`config.mk`:
```
export PLATFORM = sky130hd
export DESIGN_NAME = pipeline_control
export DESIGN_NICKNAME = d
export VERILOG_FILES = /design/src/rtl/cpu_types_pkg.sv /design/src/rtl/forward_sel.sv /design/src/rtl/pipeline_control.sv
export SDC_FILE = /design/constraint.sdc
export NUM_CORES = 1
export LEC_CHECK = 0
export BUFFER_PORTS_ARGS = -buffer_cell sky130_fd_sc_hd__buf_2
export CORE_AREA = 2 2 90 92
export CTS_BUF_LIST = sky130_fd_sc_hd__clkbuf_8
export CTS_CLUSTER_SIZE = 10
export DETAILED_ROUTE_END_ITERATION = 12
export DIE_AREA = 0 0 92 94
export GPL_TIMING_DRIVEN = 0
export PLACE_DENSITY = 0.77
export SLEW_MARGIN = 20
export SYNTH_ARGS = -nofsm -noshare
export SYNTH_HDL_FRONTEND = slang
export SYNTH_SLANG_ARGS = --single-unit
```
`constraint.sdc`:
```
create_clock -name CLK -period 1.7 [get_ports CLK]
set_input_delay 0.255 -clock CLK [delete_from_list [all_inputs] [get_ports CLK]]
set_output_delay 0.255 -clock CLK [all_outputs]
set_load 0.005 [all_outputs]
```
`src/rtl/cpu_types_pkg.sv`:
```
// Types shared by the pipeline control logic: register index, forward selects, and
// control states.
package cpu_types_pkg;

  typedef logic [4:0] regbits_t;

  typedef enum logic [1:0] {
    FWD_RF    = 2'b00,
    FWD_EXMEM = 2'b01,
    FWD_MEMWB = 2'b10
  } fwd_sel_t;

  typedef enum logic [1:0] {
    RUN   = 2'b00,
    DWAIT = 2'b01,
    HALT  = 2'b10
  } pc_state_t;

endpackage

```
`src/rtl/forward_sel.sv`:
```
// Single-operand forward selector; also flags a load-use match on this operand.
module forward_sel
  import cpu_types_pkg::*;
(
  input  regbits_t src,
  input  regbits_t ex_reg,
  input  logic     ex_forward,
  input  logic     ex_is_load,
  input  regbits_t mem_reg,
  input  logic     mem_forward,
  output fwd_sel_t sel,
  output logic     load_hit
);

  logic live;
  assign live = (src != '0);

  always_comb begin
    sel = FWD_RF;
    if (live && ex_forward && !ex_is_load && (ex_reg == src)) begin
      sel = FWD_EXMEM;
    end else if (live && mem_forward && (mem_reg == src)) begin
      sel = FWD_MEMWB;
    end
  end

  // A load result is not ready in EX/MEM, so the consumer must wait a cycle.
  assign load_hit = live && ex_forward && ex_is_load && (ex_reg == src);

endmodule

```
`src/rtl/pipeline_control.sv`:
```
// Stall, flush and forwarding control for the five-stage pipeline, with memory-wait and
// halt tracking and saturating lost-cycle counters.
module pipeline_control
  import cpu_types_pkg::*;
#(
  parameter int unsigned CNT_W = 32
) (
  input  logic             CLK,
  input  logic             nRST,
  input  regbits_t         idex_rs,
  input  regbits_t         idex_rt,
  input  regbits_t         ex_reg,
  input  logic             ex_forward,
  input  logic             ex_is_load,
  input  regbits_t         mem_reg,
  input  logic             mem_forward,
  input  logic             mem_dreq,
  input  logic             dhit,
  input  logic             ihit,
  input  logic             branch_taken,
  input  logic             wb_halt,
  output logic [1:0]       fwd_a,
  output logic [1:0]       fwd_b,
  output logic             pc_en,
  output logic             ifid_en,
  output logic             idex_en,
  output logic             exmem_en,
  output logic             memwb_en,
  output logic             ifid_flush,
  output logic             idex_flush,
  output logic             exmem_flush,
  output logic             halt,
  output logic [CNT_W-1:0] stall_cnt,
  output logic [CNT_W-1:0] bubble_cnt
);

  pc_state_t        state_q;
  logic             halt_q;
  logic [CNT_W-1:0] stall_q;
  logic [CNT_W-1:0] bubble_q;

  fwd_sel_t sel_a;
  fwd_sel_t sel_b;
  logic     hit_a;
  logic     hit_b;

  forward_sel u_fwd_rs (
    .src         (idex_rs),
    .ex_reg      (ex_reg),
    .ex_forward  (ex_forward),
    .ex_is_load  (ex_is_load),
    .mem_reg     (mem_reg),
    .mem_forward (mem_forward),
    .sel         (sel_a),
    .load_hit    (hit_a)
  );

  forward_sel u_fwd_rt (
    .src         (idex_rt),
    .ex_reg      (ex_reg),
    .ex_forward  (ex_forward),
    .ex_is_load  (ex_is_load),
    .mem_reg     (mem_reg),
    .mem_forward (mem_forward),
    .sel         (sel_b),
    .load_hit    (hit_b)
  );

  logic active;
  logic mem_stall;
  logic load_use;
  logic bubble_row;

  assign active     = nRST && (state_q != HALT);
  // The dhit cycle of a wait advances normally, so the wait only freezes while !dhit.
  assign mem_stall  = !dhit && ((state_q == DWAIT) || ((state_q == RUN) && mem_dreq));
  assign load_use   = hit_a || hit_b;
  assign bubble_row = active && !mem_stall && load_use;

  always_comb begin
    fwd_a       = FWD_RF;
    fwd_b       = FWD_RF;
    pc_en       = 1'b0;
    ifid_en     = 1'b0;
    idex_en     = 1'b0;
    exmem_en    = 1'b0;
    memwb_en    = 1'b0;
    ifid_flush  = 1'b0;
    idex_flush  = 1'b0;
    exmem_flush = 1'b0;
    if (active) begin
      fwd_a = sel_a;
      fwd_b = sel_b;
      if (mem_stall) begin
        // whole pipe frozen, pending branch or load-use waits it out
      end else if (load_use) begin
        exmem_en    = 1'b1;
        exmem_flush = 1'b1;
        memwb_en    = 1'b1;
      end else if (branch_taken) begin
        pc_en      = 1'b1;
        ifid_en    = 1'b1;
        idex_en    = 1'b1;
        exmem_en   = 1'b1;
        memwb_en   = 1'b1;
        ifid_flush = 1'b1;
        idex_flush = 1'b1;
      end else if (!ihit) begin
        ifid_en    = 1'b1;
        idex_en    = 1'b1;
        exmem_en   = 1'b1;
        memwb_en   = 1'b1;
        ifid_flush = 1'b1;
      end else begin
        pc_en    = 1'b1;
        ifid_en  = 1'b1;
        idex_en  = 1'b1;
        exmem_en = 1'b1;
        memwb_en = 1'b1;
      end
    end
  end

  always_ff @(posedge CLK) begin
    if (!nRST) begin
      state_q  <= RUN;
      halt_q   <= 1'b0;
      stall_q  <= '0;
      bubble_q <= '0;
    end else begin
      if (!memwb_en && (state_q != HALT) && (stall_q != '1)) begin
        stall_q <= stall_q + CNT_W'(1);
      end
      if (bubble_row && (bubble_q != '1)) begin
        bubble_q <= bubble_q + CNT_W'(1);
      end
      if (wb_halt) begin
        state_q <= HALT;
        halt_q  <= 1'b1;
      end else begin
        unique case (state_q)
          RUN:     if (mem_dreq && !dhit) state_q <= DWAIT;
          DWAIT:   if (dhit) state_q <= RUN;
          HALT:    state_q <= HALT;
          default: state_q <= RUN;
        endcase
      end
    end
  end

  assign halt       = halt_q;
  assign stall_cnt  = stall_q;
  assign bubble_cnt = bubble_q;

endmodule

```
==> results.toml, run 1 <==
[clock_network]
clk_pin_slew_worst_paths_ps = 80
numCtsBuffers = 9
clk_latency_ps = 360
cts_hold_buf = 0
cts_max_level = 3
cts_max_path_buffers = 2
cts_sinks = 67
cts_root_buf = "clkbuf_8"
cts_tree = "yes"

[finish]
finalInstanceArea_sq_mm = 0.00665
fin_cells = 776
area_growth_syn_to_layout_pct = 83.1
mostFrequentLayoutCell = "buf_2"
finish.utilization_pct = 87.4
drive_gt1_share_pct = 63.6
fin_nets = 701
fillers = 331
antennaDiodeCount = 0
mostFrequentLayoutCells = "buf_2 (93), buf_4 (79), buf_6 (43), nor2_1 (37)"

[pwr]
ir_drop_mv = 0.527
p_leak_nw = 2.74
powerDensity_mw_per_mm2 = 527
total_power_w = 0.00350

[logic_synthesis]
synth_cells = 442
synth_xor_area_share_pct = 12.1
yosysSeqAreaShare_pct = 36.9
synth_top_family_by_area = "simple AND/OR/NAND/NOR gates"
synth_area_per_cell_sq_um = 8.22
ys_warn_count = 0
synth_fa_ha_area_share_pct = 0.689
yosys.area_share.simple_pct = 32.8
ys_top_cells_by_area = "dfxtp_1 (37%), xnor2_1 (8.0%), nor2_1 (4.8%)"
netlist_area_sq_mm = 0.00363
synth_compound_area_share_pct = 12.7
yosys.cell_types.count = 48
yosys.area.top_type_share_pct = 36.9
muxShareOfSynthArea_pct = 1.10
yosys.area.top_type = "dfxtp_1"
synth_nets = 474
synth_seq_cells = 67

[timing]
setup_viol = 74
max_slew_margin_pct = 50.1
hold_viol_final = 0
fin_crit_sh_pct = 135
finalClockSkew_ps = 18.1
max_freq_mhz = 435
drv_slew = 0
rsz0062_at_grt = "yes"
setup_ws_ps = -598
worst_slew_pin_slew_ps = 749
finalCriticalPeriod_ps = 2300

[critical_path]
cp_slowest_stage_delay_ps = 530
cp_slowest_cell = "o41ai_4"
worstSetupStartpointType = "flip-flop"
crit_type = "reg -> reg"
r2r-start = "stall_cnt[3]"
crit_chain = "and4_4, nand4_1, o41ai_4, buf_4, buf_6, nor3_4, xnor2_1, nor2_1"
endpoint_kind = "flip-flop"
r2r_end = "stall_cnt[6]"
reg2regPathDepth = 8
worstPathRequired_ps = 1910
crit_arrival_ps = 2510
worst-path-max-fanout = 4
reg2reg_setup_slack_ps = -600

[hold_path]
holdPathStages = 2
min_path_type = "in -> reg"
min_from = "wb_halt"
hold-path-endpoint = "state_q[0]"

[global_route]
grt.met2_usage_pct = 51.0
grt-ovfl-total = 0
grtUsageMet1_pct = 33.0
grt_max_degree = 13
track_usage_pct = 28.6
antenna_found_initial = 0
grt_pass1_vias = 4191
use_met3_pct = 7.30
grt_pass1_wl_um = 19900
top_usage_layer = "met2"

[status]
failed_checks = "setup timing"
status = "finished, violations left"

[placement]
place_hpwl_um = 7260
place_inst = 650
gp_congestion = 0.845
placed_area_sq_mm = 0.00440
dp_slack_ps = -553
port_buffers = 106

[detailed_routing]
dr_total_vias = 4945
drtIter0Drc = 451
drt-wirelength-per-cell_um = 23.5
first_pass_iters = 6
drc_errors = 0
totalWireLength_um = 18200
via_per_inst = 6.37
drtAntennaViolNets = 0

[floorplan]
die_w_um = 92
core_sq_mm = 0.00761
die_h_um = 94
die-area_sq_mm = 0.00865
io_pins = 107
start_util_pct = 47.7
rows = 32

[job]
cap_violations = 0
where the power goes:
part	total [W]	internal, W	switching, W
clock network	0.00150	0.000823	0.000682
logic	0.000440	0.000207	0.000233
registers	0.00156	0.00154	0.0000207
total	0.00350	0.00257	0.000936
per-stage QoR:
stage / hold WS, ps / setup TNS (ps)
5_1_grt: 109 / -26350
4_1_cts: 107 / -12100
6_report: 107 / -23510
3_3_place_gp: 452 / -22350
3_5_place_dp: 460 / -25910
2_1_floorplan: 334 / -3010
area by class of cell:
cell class | count | area [sq um] | area share, %
Clock buffer | 9 | 124 | 1.86
Timing Repair Buffer | 218 | 1650 | 24.9
Sequential cell | 67 | 1460 | 22.0
Tap cell | 102 | 128 | 1.92
Clock inverter | 7 | 93.8 | 1.41
Buffer | 16 | 134 | 2.01
Inverter | 9 | 33.8 | 0.508
Multi-Input combinational cell | 348 | 3020 | 45.4
cell usage after synthesis, drive strengths merged:
library cell	count
o21a	2
nor2	47
a21boi	1
o21ai	25
buf	10
nand2	33
a221oi	1
nand4	17
o21bai	1
and2	6
o41ai	1
or3	24
a21oi	31
mux2i	4
ha	2
nand2b	5
nor4b	1
xor2	17
dfxtp	67
o31ai	6
o211ai	1
nor4	15
and4	7
xnor2	33
o311a	1
a22oi	1
or4	8
and3	9
nor3b	1
clkbuf	8
nor2b	1
inv	9
or2	2
nor3	13
o2111ai	2
nand3	28
a211oi	2
per-layer routing:
layer  up-vias  share of wire (%)
met1      2342                 35
li1       2067                  -
met4         0                8.4
met5         -                  0
met2       392                 49
met3       144                7.8
sequential cells by signal, summed over array words and instances (netlist names):
name        flops
bubble_cnt     32
stall_cnt      32
state_q         2
halt            1
logic make-up (layout without fill, tap and decap cells):
logic type / count (synthesis) / count (layout)
buffers and inverters: 27 / 259
XOR/XNOR: 50 / 50
AO/OA/AOI/OAI: 75 / 75
multiplexers: 4 / 4
adder cells (fa/ha/maj): 2 / 2
AND/OR/NAND/NOR: 217 / 217
flip-flops: 67 / 67
worst max-delay path, delay by kind of cell, from the launching register on:
kind | cells | cell delay [ps]
DFF | 1 | 370
and+or+nand+nor | 4 | 680
xor gates and xnor gates | 1 | 230
AOI/OAI and AO/OA | 1 | 530
buffers and inverters | 2 | 350
repair_timing:
action                                  in CTS  in global routing
gates cloned                                 2                  2
endpoints found under the setup margin      75                 74
setup buffers                               62                 48
pin swaps                                   39                 79
resized for setup                          135                165
how the worst max path moves through the flow:
stage,start,endpoint,slack [ps],cells past startpoint
finish,stall_cnt[3],stall_cnt[6],-600,8
global route,bubble_cnt[5],bubble_cnt[1],-540,9
CTS,bubble_cnt[1],bubble_cnt[18],-300,7
detailed placement,ex_reg[2],bubble_cnt[25],-550,8
global placement,idex_rs[0],bubble_cnt[9],-490,9
floorplan,stall_cnt[24],stall_cnt[9],-150,7
Note: power is estimated with default switching activity, not from simulation.
==> run 2, diff against run 1 <==
--- a/config.mk
+++ b/config.mk
@@ -6,14 +6,15 @@
 export NUM_CORES = 1
 export LEC_CHECK = 0
 export BUFFER_PORTS_ARGS = -buffer_cell sky130_fd_sc_hd__buf_2
-export CORE_AREA = 2 2 90 92
+export CORE_AREA = 2 2 92 94
 export CTS_BUF_LIST = sky130_fd_sc_hd__clkbuf_8
 export CTS_CLUSTER_SIZE = 10
 export DETAILED_ROUTE_END_ITERATION = 12
-export DIE_AREA = 0 0 92 94
+export DIE_AREA = 0 0 94 96
 export GPL_TIMING_DRIVEN = 0
 export PLACE_DENSITY = 0.77
 export SLEW_MARGIN = 20
 export SYNTH_ARGS = -nofsm -noshare
 export SYNTH_HDL_FRONTEND = slang
+export SYNTH_HIERARCHICAL = 1
 export SYNTH_SLANG_ARGS = --single-unit
==> run 2 against run 1 <==
The flow still finishes with violations (setup timing). Wire length fell by 11%. Cell area fell by 0.55%. Fmax rose by 3.6%. Hold slack improved by 6.0 ps. Total power fell by 6.0%. Sequential power barely moved. Utilization fell by 5.3 points. Combinational power fell by 2%. Sequential share of layout area rose by 0.31 points. Critical endpoint is now bubble_cnt[22].
==> results.toml, run 2 <==
[status]
status = "finished, violations left"
failed_checks = "setup timing"

[pwr]
powerDensity_mw_per_mm2 = 498
total_power_w = 0.00329
ir_drop_mv = 0.443
p_leak_nw = 2.68

[logic_synthesis]
yosys.area.top_type = "dfxtp_1"
muxShareOfSynthArea_pct = 3.14
synth_area_per_cell_sq_um = 8.15
synth_nets = 502
synth_common_cells = "dfxtp_1 (67), nand2_1 (34), a21oi_1 (31)"
synth_seq_cells = 67
yosysSeqAreaShare_pct = 35.0
synthFlopType = "dfxtp_1"
netlist_area_sq_mm = 0.00383
yosys.cell_types.count = 59
synth_top_family_by_area = "simple AND/OR/NAND/NOR gates"
yosys.area_share.simple_pct = 33.4
async_reset_ff_share_pct = 0
synth_fa_ha_area_share_pct = 0.654
synth_compound_area_share_pct = 18.5
synth_xor_area_share_pct = 5.26
synth_cells = 470
synth_edf_count = 0
ys_warn_count = 6
yosys.area.top_type_share_pct = 35.0
synth_most_common_cell = "dfxtp_1"
ys_top_cells_by_area = "dfxtp_1 (35%), a21oi_1 (4.1%), xnor2_1 (3.7%)"

[timing]
fin_crit_sh_pct = 130
finalCriticalPeriod_ps = 2220
finalSetupTns_ps = -23350
hold_viol_final = 0
finalClockSkew_ps = 11.4
rsz0062_at_grt = "yes"
setup_viol = 76
max_slew_margin_pct = 51.5
max_freq_mhz = 451
setup_ws_ps = -518
drv_slew = 0
worst_slew_pin_slew_ps = 727

[clock_network]
cts_sinks = 67
clk_pin_slew_worst_paths_ps = 80
cts_root_buf = "clkbuf_8"
clk_latency_ps = 350
cts_max_level = 3
numCtsBuffers = 9
cts_tree = "yes"
cts_hold_buf = 0
cts_max_path_buffers = 2

[job]
cap_violations = 0

[critical_path]
cp-startpoint = "ex_reg[1]"
worst-path-max-fanout = 6
reg2regPathDepth = 6
r2r-start = "stall_cnt[4]"
worstPathRequired_ps = 1970
crit_type = "in -> reg"
reg2reg_setup_slack_ps = -390
r2r_end = "stall_cnt[31]"
worstSetupStartpointType = "primary input"
crit_arrival_ps = 2490
endpoint_kind = "flip-flop"

[floorplan]
die_h_um = 96
io_pins = 107
die_w_um = 94
die-area_sq_mm = 0.00902
rows = 33
core_sq_mm = 0.00805
start_util_pct = 47.6

[global_route]
antenna_found_initial = 0
grt_pass1_vias = 4320
track_usage_pct = 29.0
grt-ovfl-total = 0
grt_pass1_wl_um = 20700
grt_max_degree = 12

[placement]
gp_congestion = 0.882
placed_area_sq_mm = 0.00487
port_buffers = 106
dp_slack_ps = -1010
place_hpwl_um = 8320

[finish]
antennaDiodeCount = 0
seq_area_sq_mm = 0.00148
area_growth_syn_to_layout_pct = 72.8
fin_nets = 711
mostFrequentLayoutCells = "buf_2 (98), buf_4 (71), nand2_1 (30), dfxtp_4 (29), buf_6 (28)"
multi_input_area_sq_mm = 0.00318
finish.utilization_pct = 82.2
fillers = 464
finalInstanceArea_sq_mm = 0.00662
mostFrequentLayoutCell = "buf_2"
drive_gt1_share_pct = 59.6

[hold_path]
min_path_type = "in -> reg"
min_from = "wb_halt"
hold-path-endpoint = "state_q[0]"
holdPathStages = 2

[detailed_routing]
totalWireLength_um = 16300
dr_total_vias = 4991
first_pass_iters = 6
drtAntennaViolNets = 0
drtIter0Drc = 300
drc_errors = 0
drt-wirelength-per-cell_um = 20.7
via_per_inst = 6.33
[run 2: changes by cell type in the layout (fill, tap and decap cells not counted), sizes merged, moves of 6 or more]
cell / change
xnor2: -17
inv: +8
nor2: -17
buf: -21
or4: +8
and2: -6
xor2: -10
nand2b: +7
mux2i: +8
[run 2: kinds of logic (layout without fill, tap and decap cells)]
kind of cell             after synthesis  in the layout
adder cells (fa/ha/maj)                2              2
multiplexers                          12             12
AND/OR/NAND/NOR                      225            225
AO/OA/AOI/OAI                        106            106
flip-flops                            67             67
buffers and inverters                 35            248
XOR/XNOR                              23             23
[run 2: cell type report]
| cell class | count | share of cell area (%) |
|---|---|---|
| inverters | 17 | 1.08 |
| plain buffers | 17 | 2.14 |
| flip-flops and latches | 67 | 22.3 |
| multi-input cells | 368 | 48.1 |
| clock buffers | 10 | 2.08 |
| well taps | 105 | 1.99 |
| repair buffers | 199 | 21.6 |
| clock inverters | 5 | 0.719 |
[run 2: worst max-delay path: stages]
cell and delay, ps:
buf_8 80, inv_4 30, a222oi_1 410, o2111ai_2 240, nor3_2 210, or2_4 180
o2111ai_4 150, clkinv_4 130, o2111ai_4 150, buf_8 190, or3_4 320, a21oi_2 140
[run 2: stage by stage]
| stage | hold slack [ps] | instances |
|---|---|---|
| finish | 113 | 788 |
| CTS | 91.8 | 739 |
| floorplan | 334 | 470 |
| global route | 108 | 788 |
| detailed placement | 458 | 681 |
| global placement | 449 | 681 |
[run 2: how the worst max path moves through the flow]
stage,endpoint,cells past startpoint,slack [ps]
floorplan,bubble_cnt[19],9,-500
global placement,bubble_cnt[18],11,-910
detailed placement,bubble_cnt[18],11,-1010
CTS,bubble_cnt[19],11,-450
global route,bubble_cnt[22],12,-570
finish,bubble_cnt[22],12,-520
[run 2: power breakdown]
part / total [W] / switching [W] / internal (W) / leakage (nW)
Combinational: 0.000432 / 0.000242 / 0.000190 / 2.00
Sequential: 0.00155 / 0.0000110 / 0.00154 / 0.574
Clock: 0.00131 / 0.000616 / 0.000695 / 0.105
Total: 0.00329 / 0.000869 / 0.00242 / 2.68
[run 2: routing by layer]
metal	wire length, um	global-route usage, %	vias up
met5	0	0	-
met4	755	9.18	0
met3	1130	7.13	73
met2	8460	53.9	279
met1	5930	32.5	2432
li1	-	-	2207
[run 2: what timing repair did]
item | 4_1_cts | 5_1_grt
setup buffers | 46 | 50
endpoints found under the setup margin | 76 | 76
pin swaps | 60 | 60
resized for setup | 118 | 105
cloned | 1 | 1
